File: src/rtl/fifo_pkg.sv
// Shared types, defaults and sizing helpers for the parametrised synchronous FIFO family.
package fifo_pkg;

  localparam int unsigned DEF_DATA_WIDTH = 8;
  localparam int unsigned DEF_DEPTH      = 16;
  localparam int unsigned DEF_AF_MARGIN  = 2;
  localparam int unsigned DEF_AE_THRESH  = 2;

  // Pointer/count width: address bits plus one wrap bit.
  function automatic int unsigned ptr_w(input int unsigned depth);
    return $clog2(depth) + 1;
  endfunction

  typedef struct packed {
    logic full;
    logic empty;
    logic almost_full;
    logic almost_empty;
  } fifo_status_t;

endpackage

File: src/rtl/sync_fifo_param_if.sv
// Producer/consumer handshake bundle for sync_fifo_param; master drives requests, slave is the FIFO.
interface sync_fifo_param_if
  import fifo_pkg::*;
#(
  parameter int unsigned DATA_WIDTH = DEF_DATA_WIDTH,
  parameter int unsigned DEPTH      = DEF_DEPTH
);
  localparam int unsigned CW = ptr_w(DEPTH);

  logic                  flush;
  logic                  clr_err;
  logic                  wr_en;
  logic [DATA_WIDTH-1:0] data_in;
  logic                  rd_en;
  logic [DATA_WIDTH-1:0] data_out;
  logic                  fifo_full;
  logic                  fifo_empty;
  logic                  almost_full;
  logic                  almost_empty;
  logic [CW-1:0]         count;
  logic                  overflow;
  logic                  underflow;

  modport master (
    output flush, clr_err, wr_en, data_in, rd_en,
    input  data_out, fifo_full, fifo_empty, almost_full, almost_empty, count, overflow, underflow
  );

  modport slave (
    input  flush, clr_err, wr_en, data_in, rd_en,
    output data_out, fifo_full, fifo_empty, almost_full, almost_empty, count, overflow, underflow
  );
endinterface

File: src/rtl/fifo_mem.sv
// Simple dual-port storage array for the FIFO; the read port is registered unless
// SYNC_FIFO_FWFT_EN is defined, in which case it is a combinational lookup.
module fifo_mem #(
  parameter int unsigned DATA_WIDTH = 8,
  parameter int unsigned DEPTH      = 16,
  localparam int unsigned AW        = $clog2(DEPTH)
) (
  input  logic                  clk,
`ifndef SYNC_FIFO_FWFT_EN
  input  logic                  rst_n,
  input  logic                  rd_en,
`endif
  input  logic                  wr_en,
  input  logic [AW-1:0]         wr_addr,
  input  logic [DATA_WIDTH-1:0] wr_data,
  input  logic [AW-1:0]         rd_addr,
  output logic [DATA_WIDTH-1:0] rd_data
);

  logic [DATA_WIDTH-1:0] mem_q [DEPTH];
  logic [DATA_WIDTH-1:0] mem_d [DEPTH];

  // Array is deliberately left unreset; contents are only valid between pointers.
  always_comb begin
    mem_d = mem_q;
    if (wr_en) mem_d[wr_addr] = wr_data;
  end

  always_ff @(posedge clk) begin
    mem_q <= mem_d;
  end

`ifdef SYNC_FIFO_FWFT_EN
  assign rd_data = mem_q[rd_addr];
`else
  logic [DATA_WIDTH-1:0] rd_data_q;
  logic [DATA_WIDTH-1:0] rd_data_d;

  // Output register holds its value between accepted reads.
  always_comb begin
    rd_data_d = rd_data_q;
    if (rd_en) rd_data_d = mem_q[rd_addr];
  end

  always_ff @(posedge clk or negedge rst_n) begin
    if (!rst_n) rd_data_q <= '0;
    else        rd_data_q <= rd_data_d;
  end

  assign rd_data = rd_data_q;
`endif

endmodule

File: src/rtl/sync_fifo_param.sv
// Parametrised single-clock FIFO with occupancy, thresholds, sticky errors and flush.
// Define SYNC_FIFO_FWFT_EN for first-word fall-through reads; default is registered read.
module sync_fifo_param
  import fifo_pkg::*;
#(
  parameter int unsigned DATA_WIDTH = DEF_DATA_WIDTH,
  parameter int unsigned DEPTH      = DEF_DEPTH,
  parameter int unsigned AF_THRESH  = DEPTH - DEF_AF_MARGIN,
  parameter int unsigned AE_THRESH  = DEF_AE_THRESH
) (
  input  logic             clk,
  input  logic             rst_n,
  sync_fifo_param_if.slave bus
);

  localparam int unsigned PW = ptr_w(DEPTH);
  localparam int unsigned AW = PW - 1;

  logic [PW-1:0]         wr_ptr_q, wr_ptr_d;
  logic [PW-1:0]         rd_ptr_q, rd_ptr_d;
  logic [PW-1:0]         count_q, count_d;
  logic                  overflow_q, overflow_d;
  logic                  underflow_q, underflow_d;
  logic                  wr_acc_c, rd_acc_c;
  fifo_status_t          status_c;
  logic [DATA_WIDTH-1:0] mem_rd_data;

  // Flags are a pure decode of the registered occupancy.
  assign status_c.full         = (count_q == PW'(DEPTH));
  assign status_c.empty        = (count_q == '0);
  assign status_c.almost_full  = (count_q >= PW'(AF_THRESH));
  assign status_c.almost_empty = (count_q <= PW'(AE_THRESH));

  assign wr_acc_c = bus.wr_en & ~status_c.full  & ~bus.flush;
  assign rd_acc_c = bus.rd_en & ~status_c.empty & ~bus.flush;

  always_comb begin
    wr_ptr_d    = wr_ptr_q;
    rd_ptr_d    = rd_ptr_q;
    count_d     = count_q;
    // Set wins over clear when a fresh error coincides with clr_err.
    overflow_d  = (overflow_q  & ~bus.clr_err) | (bus.wr_en & status_c.full);
    underflow_d = (underflow_q & ~bus.clr_err) | (bus.rd_en & status_c.empty);
    if (bus.flush) begin
      wr_ptr_d = '0;
      rd_ptr_d = '0;
      count_d  = '0;
    end else begin
      if (wr_acc_c) wr_ptr_d = wr_ptr_q + PW'(1);
      if (rd_acc_c) rd_ptr_d = rd_ptr_q + PW'(1);
      case ({wr_acc_c, rd_acc_c})
        2'b10:   count_d = count_q + PW'(1);
        2'b01:   count_d = count_q - PW'(1);
        default: count_d = count_q;
      endcase
    end
  end

  always_ff @(posedge clk or negedge rst_n) begin
    if (!rst_n) begin
      wr_ptr_q    <= '0;
      rd_ptr_q    <= '0;
      count_q     <= '0;
      overflow_q  <= 1'b0;
      underflow_q <= 1'b0;
    end else begin
      wr_ptr_q    <= wr_ptr_d;
      rd_ptr_q    <= rd_ptr_d;
      count_q     <= count_d;
      overflow_q  <= overflow_d;
      underflow_q <= underflow_d;
    end
  end

  fifo_mem #(
    .DATA_WIDTH (DATA_WIDTH),
    .DEPTH      (DEPTH)
  ) u_mem (
    .clk     (clk),
`ifndef SYNC_FIFO_FWFT_EN
    .rst_n   (rst_n),
    .rd_en   (rd_acc_c),
`endif
    .wr_en   (wr_acc_c),
    .wr_addr (wr_ptr_q[AW-1:0]),
    .wr_data (bus.data_in),
    .rd_addr (rd_ptr_q[AW-1:0]),
    .rd_data (mem_rd_data)
  );

`ifdef SYNC_FIFO_FWFT_EN
  assign bus.data_out = status_c.empty ? '0 : mem_rd_data;
`else
  assign bus.data_out = mem_rd_data;
`endif

  assign bus.fifo_full    = status_c.full;
  assign bus.fifo_empty   = status_c.empty;
  assign bus.almost_full  = status_c.almost_full;
  assign bus.almost_empty = status_c.almost_empty;
  assign bus.count        = count_q;
  assign bus.overflow     = overflow_q;
  assign bus.underflow    = underflow_q;

endmodule

File: src/flat_wrapper.sv
// flat-port wrapper written by rule: the top's interface ports become plain ports
module sync_fifo_param_flat import fifo_pkg::*;
#(
  parameter int unsigned DATA_WIDTH = DEF_DATA_WIDTH,
  parameter int unsigned DEPTH      = DEF_DEPTH,
  parameter int unsigned AF_THRESH  = DEPTH - DEF_AF_MARGIN,
  parameter int unsigned AE_THRESH  = DEF_AE_THRESH
)
  (clk, rst_n, bus_flush, bus_clr_err, bus_wr_en, bus_data_in, bus_rd_en, bus_data_out, bus_fifo_full, bus_fifo_empty, bus_almost_full, bus_almost_empty, bus_count, bus_overflow, bus_underflow);
  sync_fifo_param_if #(.DATA_WIDTH(DATA_WIDTH), .DEPTH(DEPTH)) bus_i ();
  input  logic clk;
  input  logic rst_n;
  input wire logic [$bits(bus_i.flush)-1:0] bus_flush;
  input wire logic [$bits(bus_i.clr_err)-1:0] bus_clr_err;
  input wire logic [$bits(bus_i.wr_en)-1:0] bus_wr_en;
  input wire logic [$bits(bus_i.data_in)-1:0] bus_data_in;
  input wire logic [$bits(bus_i.rd_en)-1:0] bus_rd_en;
  output wire logic [$bits(bus_i.data_out)-1:0] bus_data_out;
  output wire logic [$bits(bus_i.fifo_full)-1:0] bus_fifo_full;
  output wire logic [$bits(bus_i.fifo_empty)-1:0] bus_fifo_empty;
  output wire logic [$bits(bus_i.almost_full)-1:0] bus_almost_full;
  output wire logic [$bits(bus_i.almost_empty)-1:0] bus_almost_empty;
  output wire logic [$bits(bus_i.count)-1:0] bus_count;
  output wire logic [$bits(bus_i.overflow)-1:0] bus_overflow;
  output wire logic [$bits(bus_i.underflow)-1:0] bus_underflow;
  assign bus_i.flush = bus_flush;
  assign bus_i.clr_err = bus_clr_err;
  assign bus_i.wr_en = bus_wr_en;
  assign bus_i.data_in = bus_data_in;
  assign bus_i.rd_en = bus_rd_en;
  assign bus_data_out = bus_i.data_out;
  assign bus_fifo_full = bus_i.fifo_full;
  assign bus_fifo_empty = bus_i.fifo_empty;
  assign bus_almost_full = bus_i.almost_full;
  assign bus_almost_empty = bus_i.almost_empty;
  assign bus_count = bus_i.count;
  assign bus_overflow = bus_i.overflow;
  assign bus_underflow = bus_i.underflow;
  sync_fifo_param #(.DATA_WIDTH(DATA_WIDTH), .DEPTH(DEPTH), .AF_THRESH(AF_THRESH), .AE_THRESH(AE_THRESH)) u_core (.clk(clk), .rst_n(rst_n), .bus(bus_i));
endmodule
File: config.mk
export PLATFORM = sky130hd
export DESIGN_NAME = sync_fifo_param_flat
export DESIGN_NICKNAME = d
export VERILOG_FILES = /design/src/rtl/fifo_pkg.sv /design/src/rtl/sync_fifo_param_if.sv /design/src/rtl/fifo_mem.sv /design/src/rtl/sync_fifo_param.sv /design/src/flat_wrapper.sv
export SDC_FILE = /design/constraint.sdc
export NUM_CORES = 1
export LEC_CHECK = 0
export BUFFER_PORTS_ARGS = -buffer_cell sky130_fd_sc_hd__buf_2
export CAP_MARGIN = 10
export CORE_UTILIZATION = 55
export DETAILED_ROUTE_END_ITERATION = 8
export PLACE_DENSITY = 0.83
export SYNTH_ARGS = -nofsm -noshare
export SYNTH_HDL_FRONTEND = slang
export SYNTH_HIERARCHICAL = 1
export SYNTH_SLANG_ARGS = --single-unit
export TNS_END_PERCENT = 100
File: constraint.sdc
create_clock -name clk -period 2.5 [get_ports clk]
set_input_delay 0.25 -clock clk [delete_from_list [all_inputs] [get_ports clk]]
set_output_delay 0.25 -clock clk [all_outputs]
set_load 0.05 [all_outputs]
---- Word-level counts from Yosys, hierarchy flattened ----
Cells that the tools add are included.
cells by class
  add/subtract/negate cells ............... 4
  $lt $le $gt $ge ......................... 5
  equality and inequality tests ........... 3
  multiplexer cells ....................... 12
  bitwise logic cells ..................... 16
  reduce and logical (&&, ||, !) cells .... 5
operators by type and width
  kind                 count
  $bwmux 128           1
  $bmux 8 s4           1
  $demux 8 s4          1
  $mux 5               5
  $mux 8               3
  $add 5x1->5 const B  3
  $ge 5x5->1 const B   2
  $not 4->5            2
  $pmux 5 s2           1
  $and 1x1->1          8
  $eq 5x5->1 const B   1
  $ge 5x4->1 const B   1
  $le 5x2->1 const B   1
  $logic_not 5->1      1
  $lt 5x1->1 const B   1
  $sub 5x1->5 const B  1
  $not 1->1            4
  $reduce_bool 2->1    2
  $reduce_bool 3->1    1
  $eq 2x1->1 const B   1
  $eq 2x2->1 const B   1
  $or 1x1->1           2
  $logic_and 1x1->1    1
storage, ports and cells
  bits in registers ....................... 153
  input bits .............................. 14
  output and inout port bits .............. 19
  logic and storage cells ................. 67

---- Logic depth before layout (Yosys ltp) ----
Gate-level depths: netlist of the first run.
  depth in word-level cells ............... 7
  gate-level depth with buffers ........... 9
  depth with buffers taken out ............ 8

---- Cells and area by module ----
Netlist of the first run, hierarchy kept.
by module, submodules not included
  module           times used  cells each  area an instance (um^2)  seq. area each (um^2)
  fifo_mem         1           244         5,340.1                  4,043.9
  sync_fifo_param  1           108         1,037.2                  375.4

---- Least setup slack after synthesis of the first run ----
OpenSTA, ideal clock, no wires.
  kind .................................... register -> output
  from .................................... register u_core.count_q[4], in the netlist u_core/bus.count[4]
  to ...................................... output bus_almost_empty
  arrival ................................. 3,258 ps
  required time ........................... 2,250 ps
  setup slack ............................. -1,008 ps
  cell stages (with the launch flop) ...... 3
  path buffers ............................ 1
  cells stage by stage .................... dfrtp_1 -> clkbuf_1 -> a2111oi_0
between the ends
  longest elaborated chain between the ends .. 1
RTL lines
  element                 line                   text
  from (decl)             sync_fifo_param.sv:21  logic [PW-1:0] count_q, count_d;
  from (signal assigned)  sync_fifo_param.sv:69  count_q <= count_d;
  $le 5x2->1              sync_fifo_param.sv:32  assign status_c.almost_empty = (count_q <= PW'(AE_THRESH));
  to (decl)               flat_wrapper.sv:22     output wire logic [$bits(bus_i.almost_empty)-1:0] bus_almost_empty;
Every way passes these cells.

---- Final worst setup path of the first run ----
  from .................................... register u_core.count_q[2], in the netlist u_core/bus.count[2]
  to ...................................... register u_core.count_q[4], in the netlist u_core/bus.count[4]
between the ends
  longest elaborated chain between the ends .. 7
  elaborated cells between the ends (all ways) .. 15
  those cells by class .................... add/sub: 2; eq/ne: 3; mux: 2; bitwise: 6; reduce/logical: 2
RTL lines
  element                                               line                                          text
  $eq 5x5->1 / $logic_not 5->1 (equally long branches)  sync_fifo_param.sv:29, sync_fifo_param.sv:30
  $not 1->1 (on tied branches)                          sync_fifo_param.sv:34, sync_fifo_param.sv:35
  $and 1x1->1 (on tied branches) (2 in series)          sync_fifo_param.sv:34, sync_fifo_param.sv:35
  $eq 2x1->1 / $eq 2x2->1 (equally long branches)       sync_fifo_param.sv:51                         case ({wr_acc_c, rd_acc_c})
  $pmux 5 s2                                            sync_fifo_param.sv:51
  $mux 5                                                sync_fifo_param.sv:44                         if (bus.flush) begin
Parallel ways exist; a longest one is shown, timed or not.
A chain may end at the register's enable or synchronous reset.

==> qor.txt, run 1 <==
Worst Setup SP: u_core/bus.count[2]
Dominant synthesized flop cell: edfxtp_1
Min cycle time layout: 2.40 ns
Die ar.: 0.0120 mm²
R2R setup slack: 0.1 ns
Worst hold slack: 0.156 ns
FILL cells: 721
DR DRC count: 0
Antenna cells: 0
DRT Pass-1 Iters: 5
First-pass GRT wire length: 19600 µm
Starting density of the core: 57.6%
Worst Path Required: 2.79 ns
Post-route cell area: 0.00739 mm²
Most common cell after layout, fill and taps aside: edfxtp_1
Fin. max-slew vios: 0
CP Capture Point: u_core/bus.count[4]
Max Clock Skew: 0.00633 ns
Antenna violations before repair: 0
Max Root-Sink Buffers: 2
Max-cap check violation count: 0
Largest net degree at the start of global routing: 24
Post-synthesis cell count: 352
Vias: 3503
Clock Sinks: 151
Detailed-route wire length per cell: 22.8 µm
Hold WC Path Type: in2reg
Synth unique cells: 50
H-tree depth: 4
Setup repair bufs after CTS: 0
Mapped cell area: 0.00638 mm²
Leakage: 2.51 nW
Vias in the first global route: 3571
Crit-path max FO: 11
VDD IR max: 0.000935 V
Worst Reg-to-Reg Cells: 8
Net Count, Synth: 370
Avg Inst Size Synth: 18.1 µm²
RSZ-0062 raised after global routing: false
TritonCTS clock tree: yes
Io pins: 33
Final setup fails: 0
Total congestion overflow: 0
CP Launch Type: register
Clock transition at the registers of the reported paths: 0.06 ns
Power Density: 1030 mW/mm²
Most frequent cells in the layout: edfxtp_1, buf_2, mux4_2
Dpl hpwl: 7850 µm
Synth async-reset ratio: 15.2%
Warnings, synthesis: 6
CP Class: reg2reg
Root Buffer: clkbuf_16
Post-Route Setup TNS: 0 ns
Final period util: 96.2%
Reg-to-Reg End: u_core/bus.count[4]
Width of the die: 110 µm
Yosys reg bits: 151
Crit end category: register
Seq/Total Area, Yosys: 69.3%
Inserted Clock Buffers: 17
Outcome: finished clean
Avg Vias per Cell: 6.28
Achievable Freq: 0.416 GHz
Critical Path AT: 2.69 ns
DP Area: 0.00682 mm²
Clk_lat worst skew: 0.42 ns
Layout cell share with drive strength beyond 1: 35.9%
Number of routed nets with antenna violations: 0
Gpl congestion: 0.931
Least-Margin Pin Slew: 0.686 ns
Fin. Hold Viols: 0
Core area: 0.0111 mm²
GRT Total Usage: 23.7%
Post-synth EDFFs: 128
Final #Nets: 423
Initial DRC Count: 233
Total Wirelength: 12700 µm
Relative max-transition margin: 54.3%
FP Rows: 38
FF-to-FF Start: u_core/bus.count[2]
Die H: 110 µm
IO buf count: 32
Area Overhead vs Synth: 15.8%
## power breakdown
group          internal [W]  switching [W]  leakage (nW)
clock network       0.00137       0.000999         0.260
logic              0.000725        0.00141         0.812
registers           0.00291       0.000206          1.44
## per-layer routing
metal,up-vias,share of wire (%),GRT usage (%)
met1,1830,40,30.0
met3,24,6.1,5.99
li1,1523,-,-
met4,0,2.1,8.76
met5,-,0,0
met2,126,52,39.8
## state kept, by name, indices dropped and copies added (netlist names)
name and cells:
u_core/u_mem/mem_q 128, u_core/u_mem/rd_data 8, u_core/bus.count 5, u_core/rd_ptr_q 4, u_core/wr_ptr_q 4, u_core/bus.overflow 1
u_core/bus.underflow 1
## logic make-up after synthesis
logic type      share of synthesized area [%]
fa+ha+maj                               0.785
flops                                    69.3
xor+xnor                                 1.10
mux                                      14.3
buf+inv                                  3.12
compound gates                           5.32
simple gates                             6.06
## how the worst min path moves through the flow
stage | endpoint | startpoint | depth (start not counted)
2_1_floorplan | u_core/bus.count[0] | rst_n | 0
3_3_place_gp | u_core/u_mem/rd_data[2] | rst_n | 1
3_5_place_dp | u_core/u_mem/rd_data[5] | rst_n | 1
4_1_cts | u_core/bus.underflow | bus_clr_err | 3
5_1_grt | u_core/bus.underflow | bus_clr_err | 3
6_report | u_core/bus.underflow | bus_clr_err | 3
## area by class of cell
class / count / area (µm²) / area share [%]
clock buffer: 18 / 429 / 5.81
clock inverter: 14 / 128 / 1.73
inverter: 4 / 15.0 / 0.203
multi-input combinational: 173 / 1860 / 25.1
sequential: 151 / 4430 / 59.9
tap: 140 / 175 / 2.37
timing repair buffer: 58 / 358 / 4.84
## cell usage after synthesis, drive strengths merged (2+ instances only)
cell	number	share of area, %
edfxtp	128	60
mux4	32	12
nor2	26	1.5
dfrtp	23	9.0
buf	18	2.5
mux2i	14	2.2
nor3	12	0.94
a221oi	8	1.9
o22ai	8	0.78
clkbuf	6	0.35
nand2	6	0.35
nand3	6	0.47
o21ai	5	0.45
xor2	5	0.69
ha	4	0.78
inv	4	0.24
nand2b	4	0.39
nor4	4	0.63
o211ai	4	0.47
a21oi	3	0.24
mux2	3	0.59
nor2b	3	0.29
xnor2	3	0.41
a22o	2	0.27
a31oi	2	0.20
nand3b	2	0.24
or2	2	0.20
## worst max-delay path, stage by stage (launching register included)
cell and delay [ns]:
dfrtp_2 0.48, nor4_4 0.37, mux2i_2 0.40, xor2_1 0.13, ha_2 0.21, o31a_1 0.27, o21ai_1 0.15, mux2_2 0.17
nand4_1 0.10
## stage by stage
| stage | total power [W] | instances | utilization (%) | setup WS, ns |
|---|---|---|---|---|
| 4_1_cts | 0.00766 | 558 | 66.6 | 0.132 |
| 5_1_grt | 0.00792 | 558 | 66.7 | 0.00573 |
| 3_5_place_dp | 0.00528 | 525 | 61.5 | 0.152 |
| 6_report | 0.00763 | 558 | 66.7 | 0.0961 |
| 3_3_place_gp | 0.00522 | 525 | 61.5 | 0.211 |
| 2_1_floorplan | 0.00483 | 352 | - | -0.332 |
## repair_timing
action,in CTS,in global routing
setup endpoints to repair,0,6
endpoints found under the hold margin,23,0
gates resized for setup,0,1
hold buffers,1,0
Power figures use the tool's default switching activity.
==> run 2: changes to the inputs <==
CORE_UTILIZATION = 65   (was 55)
PLACE_DENSITY = 0.91   (was 0.83)
clock period = 2.9 ns   (was 2.5 ns; I/O delays follow)
==> qor.txt, run 2 (same netlist as run 1, synthesis figures left out) <==
Largest net degree at the start of global routing: 35
Number of routed nets with antenna violations: 0
TritonCTS clock tree: yes
Dpl hpwl: 8250 µm
Total Wirelength: 13600 µm
Hold WC Path Type: in2reg
CP Class: reg2reg
First-pass GRT wire length: 20500 µm
Max-cap check violation count: 0
Max Clock Skew: 0.0105 ns
Final Core Density: 77.5%
Die ar.: 0.0102 mm²
Largest stage delay on the critical path: 0.52 ns
Hold Crit Start: bus_clr_err
DR DRC count: 0
Leakage: 2.50 nW
Largest Register: u_core/u_mem/mem_q
Critical Path AT: 3.10 ns
Starting density of the core: 68.1%
Detailed-route wire length per cell: 25.1 µm
Vias in the first global route: 3561
Min cycle time layout: 2.70 ns
Fin. Hold Viols: 0
CP Launch Type: register
Critical path buffer and inverter count: 0
Crit end category: register
Outcome: finished clean
Inserted Clock Buffers: 17
Total congestion overflow: 0
Root Buffer: clkbuf_8
GRT Total Usage: 29.1%
Critical-path cell list: nor4_4 -> mux2i_1 -> xor2_1 -> ha_1 -> o31a_1 -> o21ai_0 -> mux2_2 -> nand4_1
Worst Path Required: 3.29 ns
Io pins: 33
Width of the die: 101 µm
Crit-path max FO: 9
Avg Vias per Cell: 6.58
Initial DRC Count: 374
Achievable Freq: 0.370 GHz
Reg-to-Reg End: u_core/bus.count[4]
RSZ-0062 raised after global routing: false
Least-Margin Pin Slew: 0.888 ns
Max FFs per register: 128
Power Density: 905 mW/mm²
H-tree depth: 4
R2R setup slack: 0.20 ns
Antenna violations before repair: 0
CTS resizes: 0
Fin. max-slew vios: 0
Gpl congestion: 0.844
Most frequent cells in the layout: edfxtp_1, buf_2, mux4_2
FP Rows: 35
Min-Delay Path Depth: 3
Worst Reg-to-Reg Cells: 8
Relative max-transition margin: 40.8%
Max Root-Sink Buffers: 2
Clock Sinks: 151
Area Overhead vs Synth: 13.9%
Antenna cells: 0
Layout cell share with drive strength beyond 1: 31.9%
Worst Hold End: u_core/bus.underflow
FILL cells: 507
Vias: 3573
VDD IR max: 0.000543 V
Critical path's slowest cell: nor4_4
Die H: 101 µm
Clock transition at the registers of the reported paths: 0.07 ns
Final #Nets: 419
CP delay by family, top: multiplexers
Final period util: 93.3%
Clk_lat worst skew: 0.52 ns
Most common cell after layout, fill and taps aside: edfxtp_1
Worst hold slack: 0.0937 ns
DRT Pass-1 Iters: 5
Final setup fails: 0
IO buf count: 32
Post-Route Setup TNS: 0 ns
FF-to-FF Start: u_core/bus.count[0]
Core area: 0.00937 mm²
-- run 2: changes by cell type in the layout (fill, tap and decap cells not counted), sizes merged --
cell / delta
inv: +4
clkinvlp: -1
clkinv: -3
buf: -4
-- run 2: layout make-up --
cell class | count | area [µm²] | area share, %
clock buffers | 18 | 418 | 5.75
clock inverters | 14 | 138 | 1.89
inverters | 4 | 15.0 | 0.207
multi-input cells | 173 | 1770 | 24.4
flip-flops and latches | 151 | 4420 | 60.8
well taps | 129 | 161 | 2.22
repair buffers | 54 | 340 | 4.68
-- run 2: worst register-to-register path, stage by stage (launching register included) --
cell and delay [ns]:
dfrtp_1 0.49, nor4_4 0.52, mux2i_1 0.51, xor2_1 0.16, ha_1 0.26, o31a_1 0.26, o21ai_0 0.14, mux2_2 0.16
nand4_1 0.09
-- run 2: layer usage --
| layer | share of wire, % | track usage, % | wire length [µm] |
|---|---|---|---|
| met2 | 51 | 48.1 | 7010 |
| met4 | 2.4 | 12.8 | 328 |
| met5 | 0 | 0 | 0 |
| met1 | 39 | 37.8 | 5310 |
| met3 | 7.1 | 6.03 | 968 |
-- run 2: what timing repair did --
item | CTS | global route
endpoints found under the hold margin | 23 | 0
setup buffers | 0 | 0
hold buffers | 1 | 0
-- run 2: worst max-delay path by stage --
stage	start	endpoint	slack (ns)	cells after the start
detailed placement	u_core/bus.count[0]	u_core/bus.count[4]	0.24	8
finish	u_core/bus.count[0]	u_core/bus.count[4]	0.20	8
floorplan	u_core/bus.count[4]	bus_almost_empty	0.03	2
global placement	u_core/bus.count[0]	u_core/bus.count[4]	0.40	8
CTS	u_core/bus.count[0]	u_core/bus.count[4]	0.21	8
global route	u_core/bus.count[0]	u_core/bus.count[4]	0.07	8
-- run 2: power breakdown --
| group | total [W] | switching [W] | internal [W] | leakage [nW] |
|---|---|---|---|---|
| clock network | 0.00208 | 0.000923 | 0.00116 | 0.267 |
| registers | 0.00269 | 0.000185 | 0.00250 | 1.44 |
| logic | 0.00180 | 0.00121 | 0.000596 | 0.789 |
| total | 0.00658 | 0.00232 | 0.00426 | 2.50 |
-- run 2: metrics by stage --
stage                     cells  power [W]  instance area, µm²  worst slack, ns
final                       543    0.00658                7260            0.195
after global routing        543    0.00680                7260           0.0657
after CTS                   543    0.00658                7260            0.212
after detailed placement    510    0.00450                6700            0.238
after global placement      510    0.00444                6700            0.404
after floorplan             352    0.00413                6390           0.0284
==> run 3: changes to the inputs <==
MAX_ROUTING_LAYER = met4   (was default)
==> qor.txt, run 3 (same netlist as run 1, synthesis figures left out) <==
Outcome: finished clean
Antenna violations before repair: 0
Root Buffer: clkbuf_8
Power Density: 908 mW/mm²
Fin. Hold Viols: 0
Largest Register: u_core/u_mem/mem_q
Least-Margin Pin Slew: 0.809 ns
H-tree depth: 4
Gpl congestion: 0.862
Min cycle time layout: 2.75 ns
CP Launch Type: register
Critical path's slowest cell: nor4_4
Width of the die: 101 µm
TritonCTS clock tree: yes
Hold WC Path Type: in2reg
Total congestion overflow: 0
FP Rows: 35
Max Clock Skew: 0.00839 ns
Die H: 101 µm
Inserted Clock Buffers: 17
Clk_lat worst skew: 0.53 ns
Critical Path AT: 3.16 ns
Detailed-route wire length per cell: 24.0 µm
Total Wirelength: 13100 µm
Most common cell after layout, fill and taps aside: edfxtp_1
Max-cap check violation count: 0
DP Area: 0.00671 mm²
Max FFs per register: 128
Final setup fails: 0
Core area: 0.00937 mm²
Avg Vias per Cell: 6.55
Starting density of the core: 68.1%
Die ar.: 0.0102 mm²
Post-Route Setup TNS: 0 ns
Vias in the first global route: 3531
Crit end category: register
Leakage: 2.53 nW
Clock transition at the registers of the reported paths: 0.07 ns
Fin. max-slew vios: 0
CTS resizes: 0
Area Overhead vs Synth: 14.7%
Clock Sinks: 151
Crit-path max FO: 7
IO buf count: 32
Relative max-transition margin: 46.1%
Antenna cells: 0
DR DRC count: 0
Max Root-Sink Buffers: 2
Achievable Freq: 0.363 GHz
Final #Nets: 421
First-pass GRT wire length: 20100 µm
VDD IR max: 0.000663 V
Layout cell share with drive strength beyond 1: 32.5%
RSZ-0062 raised after global routing: false
Largest stage delay on the critical path: 0.49 ns
DRT Pass-1 Iters: 4
Dpl hpwl: 8250 µm
Most frequent cells in the layout: edfxtp_1, buf_2, mux4_2
CP Class: reg2reg
Largest net degree at the start of global routing: 35
Post-route cell area: 0.00731 mm²
GRT Total Usage: 29.8%
Worst Path Required: 3.30 ns
Critical-path cell list: nor4_4 -> mux2i_1 -> xor2_1 -> ha_1 -> nor3_1 -> a32oi_1 -> mux2_2
Vias: 3572
Final period util: 94.9%
Number of routed nets with antenna violations: 0
Io pins: 33
Initial DRC Count: 385
-- run 3: report_power, final --
group / switching (W) / internal, W / total, W
Sequential: 0.000149 / 0.00250 / 0.00265
Combinational: 0.00126 / 0.000619 / 0.00188
Clock: 0.000984 / 0.00112 / 0.00211
-- run 3: routing by layer --
layer	up-vias	GRT usage (%)	wire length [µm]	share of wire (%)
met2	207	46.6	6630	51
li1	1526	-	-	-
met4	0	11.4	320	2.4
met1	1807	36.9	4980	38
met3	32	9.15	1150	8.8
met5	-	-	0	0
-- run 3: through the flow --
step / hold slack (ns) / util (%) / std cells / total power, W / setup slack [ns]
after floorplan: -0.00559 / - / 352 / 0.00413 / 0.0284
after global placement: 0.293 / 71.6 / 512 / 0.00447 / 0.381
after detailed placement: 0.292 / 71.6 / 512 / 0.00452 / 0.303
after CTS: 0.0592 / 78.0 / 545 / 0.00666 / 0.102
after global routing: 0.0860 / 78.0 / 545 / 0.00689 / 0.0404
final: 0.0778 / 78.0 / 545 / 0.00664 / 0.148
-- run 3: timing repair --
action                                  in CTS  in global routing
hold buffers                                 1                  0
endpoints found under the hold margin       23                  0
setup buffers                                0                  0
endpoints found under the setup margin       0                  1
-- run 3: area by class of cell --
| class | count | area (µm²) |
|---|---|---|
| well taps | 129 | 161 |
| clock inverters | 15 | 174 |
| repair buffers | 56 | 355 |
| flip-flops and latches | 151 | 4420 |
| inverters | 4 | 15.0 |
| clock buffers | 17 | 414 |
| fillers | 499 | 2060 |
| multi-input cells | 173 | 1770 |
-- run 3: worst paths after layout --
kind	from	endpoint	slack [ns]	depth (start not counted)
hold / removal	bus_clr_err	u_core/bus.underflow	0.08	3
min in group asynchronous	rst_n	u_core/rd_ptr_q[2]	0.27	2
setup reg to reg	u_core/bus.count[3]	u_core/bus.count[2]	0.15	7
max in group asynchronous	rst_n	u_core/wr_ptr_q[1]	2.27	2
setup / recovery	u_core/bus.count[3]	u_core/bus.count[2]	0.15	7
hold reg to reg	u_core/bus.underflow	u_core/bus.underflow	0.51	1
-- run 3: critical path: cells and delay by family (launching register included) --
kind            cells  cell delay, ns
simple gates        2            0.58
fa+ha+maj           1            0.28
xor+xnor            1            0.22
mux                 2            0.85
flops               1            0.47
compound gates      1            0.23
